File: src/rtl/cla_pkg.sv
// Shared definitions for the pipelined carry-lookahead adder: group width,
// per-stage control register layout, stage field widths and the parameter
// legality check used at elaboration.
package cla_pkg;

  // Bits per lookahead group.
  localparam int CLA_GRP = 4;

  // Control part of every stage register: occupancy and the carry leaving
  // the groups this stage has already resolved.
  typedef struct packed {
    logic valid;
    logic carry;
  } cla_ctl_t;

  // WIDTH must be a multiple of the group width, at least 8, and GPS must
  // split the groups evenly into stages.
  function automatic bit cla_cfg_ok(input int width, input int gps);
    return (width >= 8) && (width % CLA_GRP == 0) && (gps >= 1) &&
           ((width / CLA_GRP) % gps == 0);
  endfunction

  // Sum bits resolved once stage `stage` has run.
  function automatic int cla_sum_w(input int gps, input int stage);
    return (stage + 1) * gps * CLA_GRP;
  endfunction

  // Operand bits still waiting for later stages after stage `stage`.
  function automatic int cla_fwd_w(input int width, input int gps, input int stage);
    return width - (stage + 1) * gps * CLA_GRP;
  endfunction

endpackage

File: src/rtl/cla_group4.sv
// Combinational 4-bit carry-lookahead group: all internal carries and the
// group carry-out are expanded directly from generate/propagate terms.
module cla_group4
  import cla_pkg::*;
(
  input  logic [CLA_GRP-1:0] x,
  input  logic [CLA_GRP-1:0] y,
  input  logic               cin,
  output logic [CLA_GRP-1:0] s,
  output logic               cout
);

  logic [CLA_GRP-1:0] p;
  logic [CLA_GRP-1:0] g;
  logic [CLA_GRP-1:0] c;

  // Lookahead expansion of the carries over the four bits.
  always_comb begin
    p    = x | y;
    g    = x & y;
    c[0] = cin;
    c[1] = g[0] | (p[0] & cin);
    c[2] = g[1] | (p[1] & g[0]) | (p[1] & p[0] & cin);
    c[3] = g[2] | (p[2] & g[1]) | (p[2] & p[1] & g[0]) |
           (p[2] & p[1] & p[0] & cin);
    cout = g[3] | (p[3] & g[2]) | (p[3] & p[2] & g[1]) |
           (p[3] & p[2] & p[1] & g[0]) | (p[3] & p[2] & p[1] & p[0] & cin);
    // P&~G is the half-sum a^b for each bit.
    s    = (p & ~g) ^ c;
  end

endmodule

File: src/rtl/cla_pipe_adder.sv
// Pipelined WIDTH-bit carry-lookahead adder with elastic valid/ready flow
// control. Each stage resolves GPS 4-bit groups, rippling the group carry
// inside the stage; stage registers carry the partial sum, the operand bits
// not yet consumed and the carry into the next stage.
// Optional feature macro: CLA_SUB_EN adds the sub port (a - b when sub=1).
module cla_pipe_adder
  import cla_pkg::*;
#(
  parameter int WIDTH = 32,
  parameter int GPS   = 2
) (
  input  logic             clk,
  input  logic             rst,
  input  logic             in_valid,
  output logic             in_ready,
  input  logic [WIDTH-1:0] a,
  input  logic [WIDTH-1:0] b,
  input  logic             cin,
`ifdef CLA_SUB_EN
  input  logic             sub,
`endif
  output logic             out_valid,
  input  logic             out_ready,
  output logic [WIDTH-1:0] sum,
  output logic             cout,
  output logic             ovf,
  output logic             zero
);

  localparam int NG     = WIDTH / CLA_GRP;
  localparam int STAGES = NG / GPS;
  localparam int SW     = GPS * CLA_GRP;

  if (!cla_cfg_ok(WIDTH, GPS)) begin : g_cfg_bad
    $error("cla_pipe_adder: WIDTH must be a multiple of 4, >= 8, and GPS must divide WIDTH/4");
  end

  logic [WIDTH-1:0]  b_eff;
  logic              c_eff;
  logic [STAGES-1:0] valid_vec;
  logic [STAGES-1:0] adv_vec;

  // Operand conditioning at the pipeline entry; subtraction is folded into
  // the data here so nothing downstream needs to know about it.
  always_comb begin
    b_eff = b;
    c_eff = cin;
`ifdef CLA_SUB_EN
    if (sub) begin
      b_eff = ~b;
      c_eff = 1'b1;
    end
`endif
  end

  // Elastic advance: a stage loads when it is empty or its content moves on.
  always_comb begin
    adv_vec = '0;
    adv_vec[STAGES-1] = ~valid_vec[STAGES-1] | out_ready;
    for (int k = STAGES - 2; k >= 0; k--) begin
      adv_vec[k] = ~valid_vec[k] | adv_vec[k+1];
    end
  end

  assign in_ready = adv_vec[0];

  for (genvar gi = 0; gi < STAGES; gi++) begin : stg
    localparam int UW = WIDTH - gi * SW;     // operand bits entering this stage
    localparam int DW = cla_sum_w(GPS, gi);  // sum bits leaving this stage

    logic [UW-1:0] sa;
    logic [UW-1:0] sb;
    logic          sc;
    logic          sv;
    logic [SW-1:0] gs;
    logic [DW-1:0] ns;
    logic          co_last;
    cla_ctl_t      ctl_reg;
    logic [DW-1:0] s_reg;

    if (gi == 0) begin : g_src0
      assign sa = a;
      assign sb = b_eff;
      assign sc = c_eff;
      assign sv = in_valid;
      assign ns = gs;
    end else begin : g_srcn
      assign sa = stg[gi-1].g_fwd.a_reg;
      assign sb = stg[gi-1].g_fwd.b_reg;
      assign sc = stg[gi-1].ctl_reg.carry;
      assign sv = stg[gi-1].ctl_reg.valid;
      assign ns = {gs, stg[gi-1].s_reg};
    end

    // Group carries ripple through the GPS groups owned by this stage.
    for (genvar gj = 0; gj < GPS; gj++) begin : grp
      logic ci;
      logic co;
      if (gj == 0) begin : g_c0
        assign ci = sc;
      end else begin : g_cn
        assign ci = grp[gj-1].co;
      end
      cla_group4 u_grp (
        .x    (sa[gj*CLA_GRP +: CLA_GRP]),
        .y    (sb[gj*CLA_GRP +: CLA_GRP]),
        .cin  (ci),
        .s    (gs[gj*CLA_GRP +: CLA_GRP]),
        .cout (co)
      );
    end

    assign co_last       = grp[GPS-1].co;
    assign valid_vec[gi] = ctl_reg.valid;

    // Stage register: occupancy, carry and partial sum, held under stall.
    always_ff @(posedge clk) begin
      if (rst) begin
        ctl_reg <= '0;
        s_reg   <= '0;
      end else if (adv_vec[gi]) begin
        ctl_reg.valid <= sv;
        ctl_reg.carry <= co_last;
        s_reg         <= ns;
      end
    end

    if (gi < STAGES - 1) begin : g_fwd
      localparam int FW = cla_fwd_w(WIDTH, GPS, gi);
      logic [FW-1:0] a_reg;
      logic [FW-1:0] b_reg;

      // Upper operand bits travel alongside the partial sum.
      always_ff @(posedge clk) begin
        if (rst) begin
          a_reg <= '0;
          b_reg <= '0;
        end else if (adv_vec[gi]) begin
          a_reg <= sa[UW-1:SW];
          b_reg <= sb[UW-1:SW];
        end
      end
    end else begin : g_last
      logic msbc_n;
      logic msbc_reg;
      logic zero_reg;

      // Carry into the MSB recovered from its sum bit and operand bits.
      assign msbc_n = gs[SW-1] ^ sa[UW-1] ^ sb[UW-1];

      // Flags that only make sense once the whole sum is known.
      always_ff @(posedge clk) begin
        if (rst) begin
          msbc_reg <= 1'b0;
          zero_reg <= 1'b0;
        end else if (adv_vec[gi]) begin
          msbc_reg <= msbc_n;
          zero_reg <= ~|ns;
        end
      end

      assign out_valid = ctl_reg.valid;
      assign sum       = s_reg;
      assign cout      = ctl_reg.carry;
      assign ovf       = msbc_reg ^ ctl_reg.carry;
      assign zero      = zero_reg;
    end
  end

endmodule

File: config.mk
export PLATFORM = sky130hd
export DESIGN_NAME = cla_pipe_adder
export DESIGN_NICKNAME = d
export VERILOG_FILES = /design/src/rtl/cla_pkg.sv /design/src/rtl/cla_group4.sv /design/src/rtl/cla_pipe_adder.sv
export SDC_FILE = /design/constraint.sdc
export NUM_CORES = 1
export LEC_CHECK = 0
export CORE_MARGIN = 2
export CORE_UTILIZATION = 40
export CTS_CLUSTER_DIAMETER = 100
export CTS_CLUSTER_SIZE = 30
export DETAILED_ROUTE_END_ITERATION = 8
export DONT_BUFFER_PORTS = 1
export PLACE_DENSITY_LB_ADDON = 0.15
export SETUP_SLACK_MARGIN = 0.5
export SLEW_MARGIN = 10
export SYNTH_ARGS = -nofsm -noshare
export SYNTH_HDL_FRONTEND = slang
export SYNTH_HIERARCHICAL = 1
export SYNTH_SLANG_ARGS = --single-unit
File: constraint.sdc
create_clock -name clk -period 2.93 [get_ports clk]
set_input_delay 0.586 -clock clk [delete_from_list [all_inputs] [get_ports clk]]
set_output_delay 0.586 -clock clk [all_outputs]
set_load 0.02 [all_outputs]
---- Yosys cells after proc, flatten, opt, wreduce, memory -nomap -nowiden ----
Index checks and enable logic that the tools add are counted.
operators by class
  bitwise gates (word level) .............. 259
  reduce and logical (&&, ||, !) cells .... 2
operators with widths
  cell               count
  $and A1 B1 Y1      128
  $or A1 B1 Y1       84
  $and A4 B4 Y4      16
  $not A4 Y4         8
  $or A4 B4 Y4       8
  $reduce_or A32 Y1  1
  $xor A4 B4 Y4      8
  $not A1 Y1         4
  $xor A1 B1 Y1      3
  $logic_not A1 Y1   1
word-level totals
  register bits ........................... 186
  input port bits ......................... 69
  output and inout port bits .............. 37
  word-level logic and storage cells ...... 281

---- Depth between registers and ports, before layout ----
  word-level depth ........................ 11
  gate-level depth with buffers ........... 11
  gate-level depth less buffers ........... 11

---- Cells and area by module ----
The synthesis kept the hierarchy.
by module, submodules not included
  module          times used  cells an instance  area an instance (um2)  sequential area each (um2)
  cla_pipe_adder  1           834                6686.4                  3723.6
  cla_group4      8           39                 299.0                   0.0

---- Worst setup path before layout ----
No wires, ideal clock.
  path type ............................... register to register
  start ................................... register stg[2].g_fwd.b_reg[0]
  end ..................................... register stg[3].g_last.zero_reg (netlist: zero)
  library setup time ...................... 0.087 ns
  arrival ................................. 2.149 ns
  required time ........................... 2.843 ns
  setup slack ............................. 0.694 ns
  cell stages (with the launch flop) ...... 12
  path buffers ............................ 0
  clock period less this slack ............ 2.236 ns
  cell sequence ........................... dfxtp_1 > inv_1 > ha_1 > nor2b_1 > o21bai_1 > a2bb2oi_1 > inv_1 > fa_1 > inv_1 > nor4_1 > nand4_1 > o31ai_1
between the ends
  elaborated cells between the ends (all ways) .. 31
  classes of those cells .................. 29 x bitwise; 2 x reduce/logical
RTL lines
  item                                           RTL line                            RTL
  start: declaration                             cla_pipe_adder.sv:131               logic [FW-1:0] b_reg;
  start signal: assignment                       cla_pipe_adder.sv:140               b_reg <= sb[UW-1:SW];
  $and A4 B4 Y4 or $or A4 B4 Y4 (tied branches)  cla_group4.sv:20, cla_group4.sv:19
  $and A1 B1 Y1                                  cla_group4.sv:27                    (p[3] & p[2] & p[1] & g[0]) | (p[3] & p[2] & p[1] & p[0] & cin);
  $or A1 B1 Y1 or $and A1 B1 Y1 (tied branches)  cla_group4.sv:26, cla_group4.sv:27
  $or A1 B1 Y1 *                                 cla_group4.sv:27
  named net stg[3].grp[0].co                     cla_pipe_adder.sv:98                logic co;
  $xor A4 B4 Y4 *                                cla_group4.sv:29                    s = (p & ~g) ^ c;
  named net stg[3].gs[4]                         cla_pipe_adder.sv:75                logic [SW-1:0] gs;
  $reduce_or A32 Y1 *                            cla_pipe_adder.sv:158               zero_reg <= ~|ns;
  $logic_not A1 Y1 *                             cla_pipe_adder.sv:158
  end signal: assignment                         cla_pipe_adder.sv:158
  end: declaration                               cla_pipe_adder.sv:146               logic zero_reg;
Mark *: on every way through the listed nets, which the timed path passes. The rest lies on a longest branch.
A chain may end at the register's enable or synchronous reset.

---- Worst setup path after layout ----
  start ................................... register stg[2].g_fwd.b_reg[1]
  end ..................................... register stg[3].g_last.zero_reg (netlist: zero)
between the ends
  elaborated cells between the ends (all ways) .. 35
  classes of those cells .................. 33 x bitwise; 2 x reduce/logical
RTL lines
  item                                                        RTL line
  $and A4 B4 Y4 or $or A4 B4 Y4 (tied branches)               cla_group4.sv:20, cla_group4.sv:19
  $and A1 B1 Y1, on equally long branches                     cla_group4.sv:26, cla_group4.sv:27
  $or A1 B1 Y1 or $and A1 B1 Y1 (tied branches) (2 in a row)  cla_group4.sv:26, cla_group4.sv:27
  $or A1 B1 Y1 *                                              cla_group4.sv:27
  named net stg[3].grp[0].co                                  cla_pipe_adder.sv:98
  $xor A4 B4 Y4 *                                             cla_group4.sv:29
  named net stg[3].gs[4]                                      cla_pipe_adder.sv:75
  $reduce_or A32 Y1 *                                         cla_pipe_adder.sv:158
  $logic_not A1 Y1 *                                          cla_pipe_adder.sv:158
Marks and branches as above.

==> summary.md <==
| Metric | Value |
|---|---|
| Initial Utilization | `40.5%` |
| CORE AREA | `22400 sq um` |
| CTS clk-pin slew, worst paths | `80 ps` |
| Die area | `23900 sq um` |
| H-tree levels | `4` |
| Final setup fails | `0` |
| Commonest cells after routing, fill and taps aside | `nand2_1 (257), a21oi_1 (198), dfxtp_1 (181), inv_1 (85), ha_1 (70)` |
| Hold Fails Final Rpt | `0` |
| 1st-iter DRT viols | `392` |
| DP HPWL | `13900 um` |
| Post-Syn Area per Cell | `7.92 sq um` |
| TritonCTS clock tree | `built` |
| Tmin final | `2280 ps` |
| Count of state elements after synthesis | `186` |
| Clk sinks | `186` |
| Maximum fanout along the worst path | `4` |
| Worst Clk Skew | `8.92 ps` |
| Lkg Pwr | `3.84 nW` |
| Post-synth cell types | `35` |
| RD Place Congestion | `0.765` |
| CTS root buf | `clkbuf_16` |
| Routed WL | `21200 um` |
| DR top layer | `met4` |
| PD cells | `575 nW/um^2` |
| GRT overflow | `0` |
| Mapped Cells | `1146` |
| R2R Path Start | `stg[2].g_fwd.b_reg[1]` |
| Max Slew Vio Count | `0` |
| Fmax | `438 MHz` |
| TritonRoute pass-1 iters | `4` |
| Startpoint types | `flip-flop` |
| Worst-skew pair later-pin latency | `420 ps` |
| Fraction of layout cells with a size suffix above 1 | `6.27%` |
| CP max stage cell | `fa_1` |
| Final Util | `44.1%` |
| Cts bufs inserted | `17` |
| Crit path capture type | `flip-flop` |
| Clock Tree Buf Depth | `2` |
| # diodes | `0` |
| Largest cells by area after synthesis | `dfxtp_1 (41%), a21oi_1 (11%), nand2_1 (11%)` |
| Top cell by count, worst path | `inv_2` |
| Post-Syn Nets | `1295` |
| Critical Path AT | `2620 ps` |
| Largest net degree at the start of global routing | `188` |
| Via density | `5.10` |
| Mapped cell area | `9080 sq um` |
| Seq/Total Area, Yosys | `41.0%` |
| VDD IR max | `406 uV` |
| Most common library cell in the layout ignoring fill and taps | `nand2_1` |
| Wl on met1 | `11500 um` |
| Slew margin rel. | `44.1%` |
| Hold path depth | `1` |
| Initial antenna violation count | `0` |
| Critical path class | `flip-flop to flip-flop` |
| Worst endpoint required time | `3270 ps` |
| Met2 WL | `8650 um` |
| Post-synth top area cell | `dfxtp_1` |
| DR WL/cell | `15.1 um` |
| Post-route DRC violation count | `0` |
| Period utilization | `77.8%` |
| HP Start | `rst` |
| IO buf count | `0` |
| Status | `complete, no violations` |
| Setup TNS | `0 ps` |
| Max Cap Viol | `0` |
| Worst path max stage delay | `490 ps` |
| Via count | `7151` |
| Post-synth top flop | `dfxtp_1` |
| First-pass GRT wire length | `34400 um` |
| Min-Delay Endpoint | `sum[5]` |
| Site row count | `55` |
| ANT nets after route | `0` |
| RSZ-0062 raised after global routing | `false` |
| Crit-path cells | `inv_1 -> ha_1 -> o21bai_1 -> a2bb2oi_2 -> inv_2 -> fa_1 -> inv_2 -> nor4_4 -> nand4_1 -> o31ai_1` |
| Die span in y | `155 um` |
| Num ports | `106` |
| Vias in the first global route | `6548` |
| Die X | `155 um` |
| Final nets | `1252` |
| Hold Crit Class | `input pin to flip-flop` |
| Syn-to-layout area delta | `8.92%` |
| Reg-to-reg slack, setup | `650 ps` |
| R2R Path End | `zero` |
| Gr usage total | `17.5%` |
| Post-synth EDFFs | `0` |
| Number of synthesis warnings | `6` |
| FFs w/ async S/R, synth | `0%` |
| Fillers | `2349` |
| R2r worst-path depth | `10` |
| Post-synth top area share | `41.0%` |
| Worst Tran Pin Value | `837 ps` |
| DR WL met3 | `896 um` |
-- metrics by stage --
| step | instances | cell area, sq um | total power (W) | setup WS [ps] | hold slack [ps] |
|---|---|---|---|---|---|
| floorplan | 1146 | 9080 | 0.00318 | 694 | 432 |
| global placement | 1366 | 9200 | 0.00327 | 505 | 436 |
| finish | 1401 | 9890 | 0.00569 | 649 | 240 |
| detailed placement | 1366 | 9200 | 0.00327 | 440 | 441 |
| CTS | 1398 | 9840 | 0.00575 | 513 | 216 |
| global route | 1401 | 9890 | 0.00594 | 480 | 209 |
-- timing repair --
| item | in CTS | in global routing |
|---|---|---|
| pin swaps | 1 | 6 |
| gates cloned | 0 | 1 |
| endpoints found under the setup margin | 1 | 3 |
| gates resized for setup | 2 | 12 |
| hold buffers | 0 | 0 |
| buffers inserted | 0 | 2 |
| endpoints found under the hold margin | 0 | 0 |
-- cell type report --
cell class / count / area (sq um) / area share, %
well taps: 285 / 357 / 3.61
inverters: 89 / 334 / 3.38
multi-input cells: 798 / 4730 / 47.8
clock buffers: 17 / 425 / 4.30
clock inverters: 15 / 204 / 2.06
flip-flops and latches: 186 / 3730 / 37.7
repair buffers: 11 / 108 / 1.09
-- power by group --
group	internal (W)	leakage, nW	switching, W
registers	0.00266	1.53	0.000115
clock network	0.00138	0.310	0.00109
logic	0.000199	2.00	0.000249
-- Yosys cell counts, types with 2 or more instances --
cell type  instances
clkbuf_1          41
nor2_1            14
o21bai_1           8
a211oi_2           8
buf_4              5
o21ai_0           62
xor2_1             9
inv_1             88
o21ai_1            3
buf_6              3
xnor2_1            8
buf_2             24
nand3_1           59
dfxtp_1          186
or2_1              8
fa_1               8
a21oi_1          199
a2bb2oi_1         16
nand2_1          257
nor3b_1            8
ha_1              72
nor4_1             7
nand2b_1           9
nand3b_1           2
nor2b_1           17
o211a_1            8
nor3_1             9
-- routing by layer --
layer / global-route usage [%] / up-vias
met5: 0 / -
met4: 3.26 / 0
met3: 3.73 / 7
met2: 24.5 / 140
met1: 27.6 / 3299
li1: - / 3705
-- cells by family after synthesis --
family                   share of synthesized area [%]
AO/OA/AOI/OAI                                     18.8
XOR/XNOR                                          1.90
adder cells (fa/ha/maj)                           11.7
buffers and inverters                             7.52
flip-flops                                        41.0
AND/OR/NAND/NOR                                   19.0
-- worst max-delay path, delay by kind of cell (launching register included) --
| family | cells | cell delay [ps] |
|---|---|---|
| compound gates | 3 | 570 |
| fa+ha+maj | 2 | 700 |
| buf+inv | 3 | 160 |
| flops | 1 | 350 |
| simple gates | 2 | 410 |
-- worst max-delay path by stage --
| stage | from | end | slack [ps] | cells past startpoint |
|---|---|---|---|---|
| floorplan | stg[2].g_fwd.b_reg[0] | zero | 690 | 11 |
| global placement | stg[2].g_fwd.b_reg[0] | zero | 510 | 11 |
| detailed placement | stg[2].g_fwd.b_reg[0] | zero | 440 | 11 |
| CTS | stg[2].g_fwd.b_reg[0] | zero | 510 | 11 |
| global route | stg[2].g_fwd.b_reg[0] | zero | 480 | 11 |
| finish | stg[2].g_fwd.b_reg[1] | zero | 650 | 10 |
No activity file was read; power rests on OpenSTA's default activity.
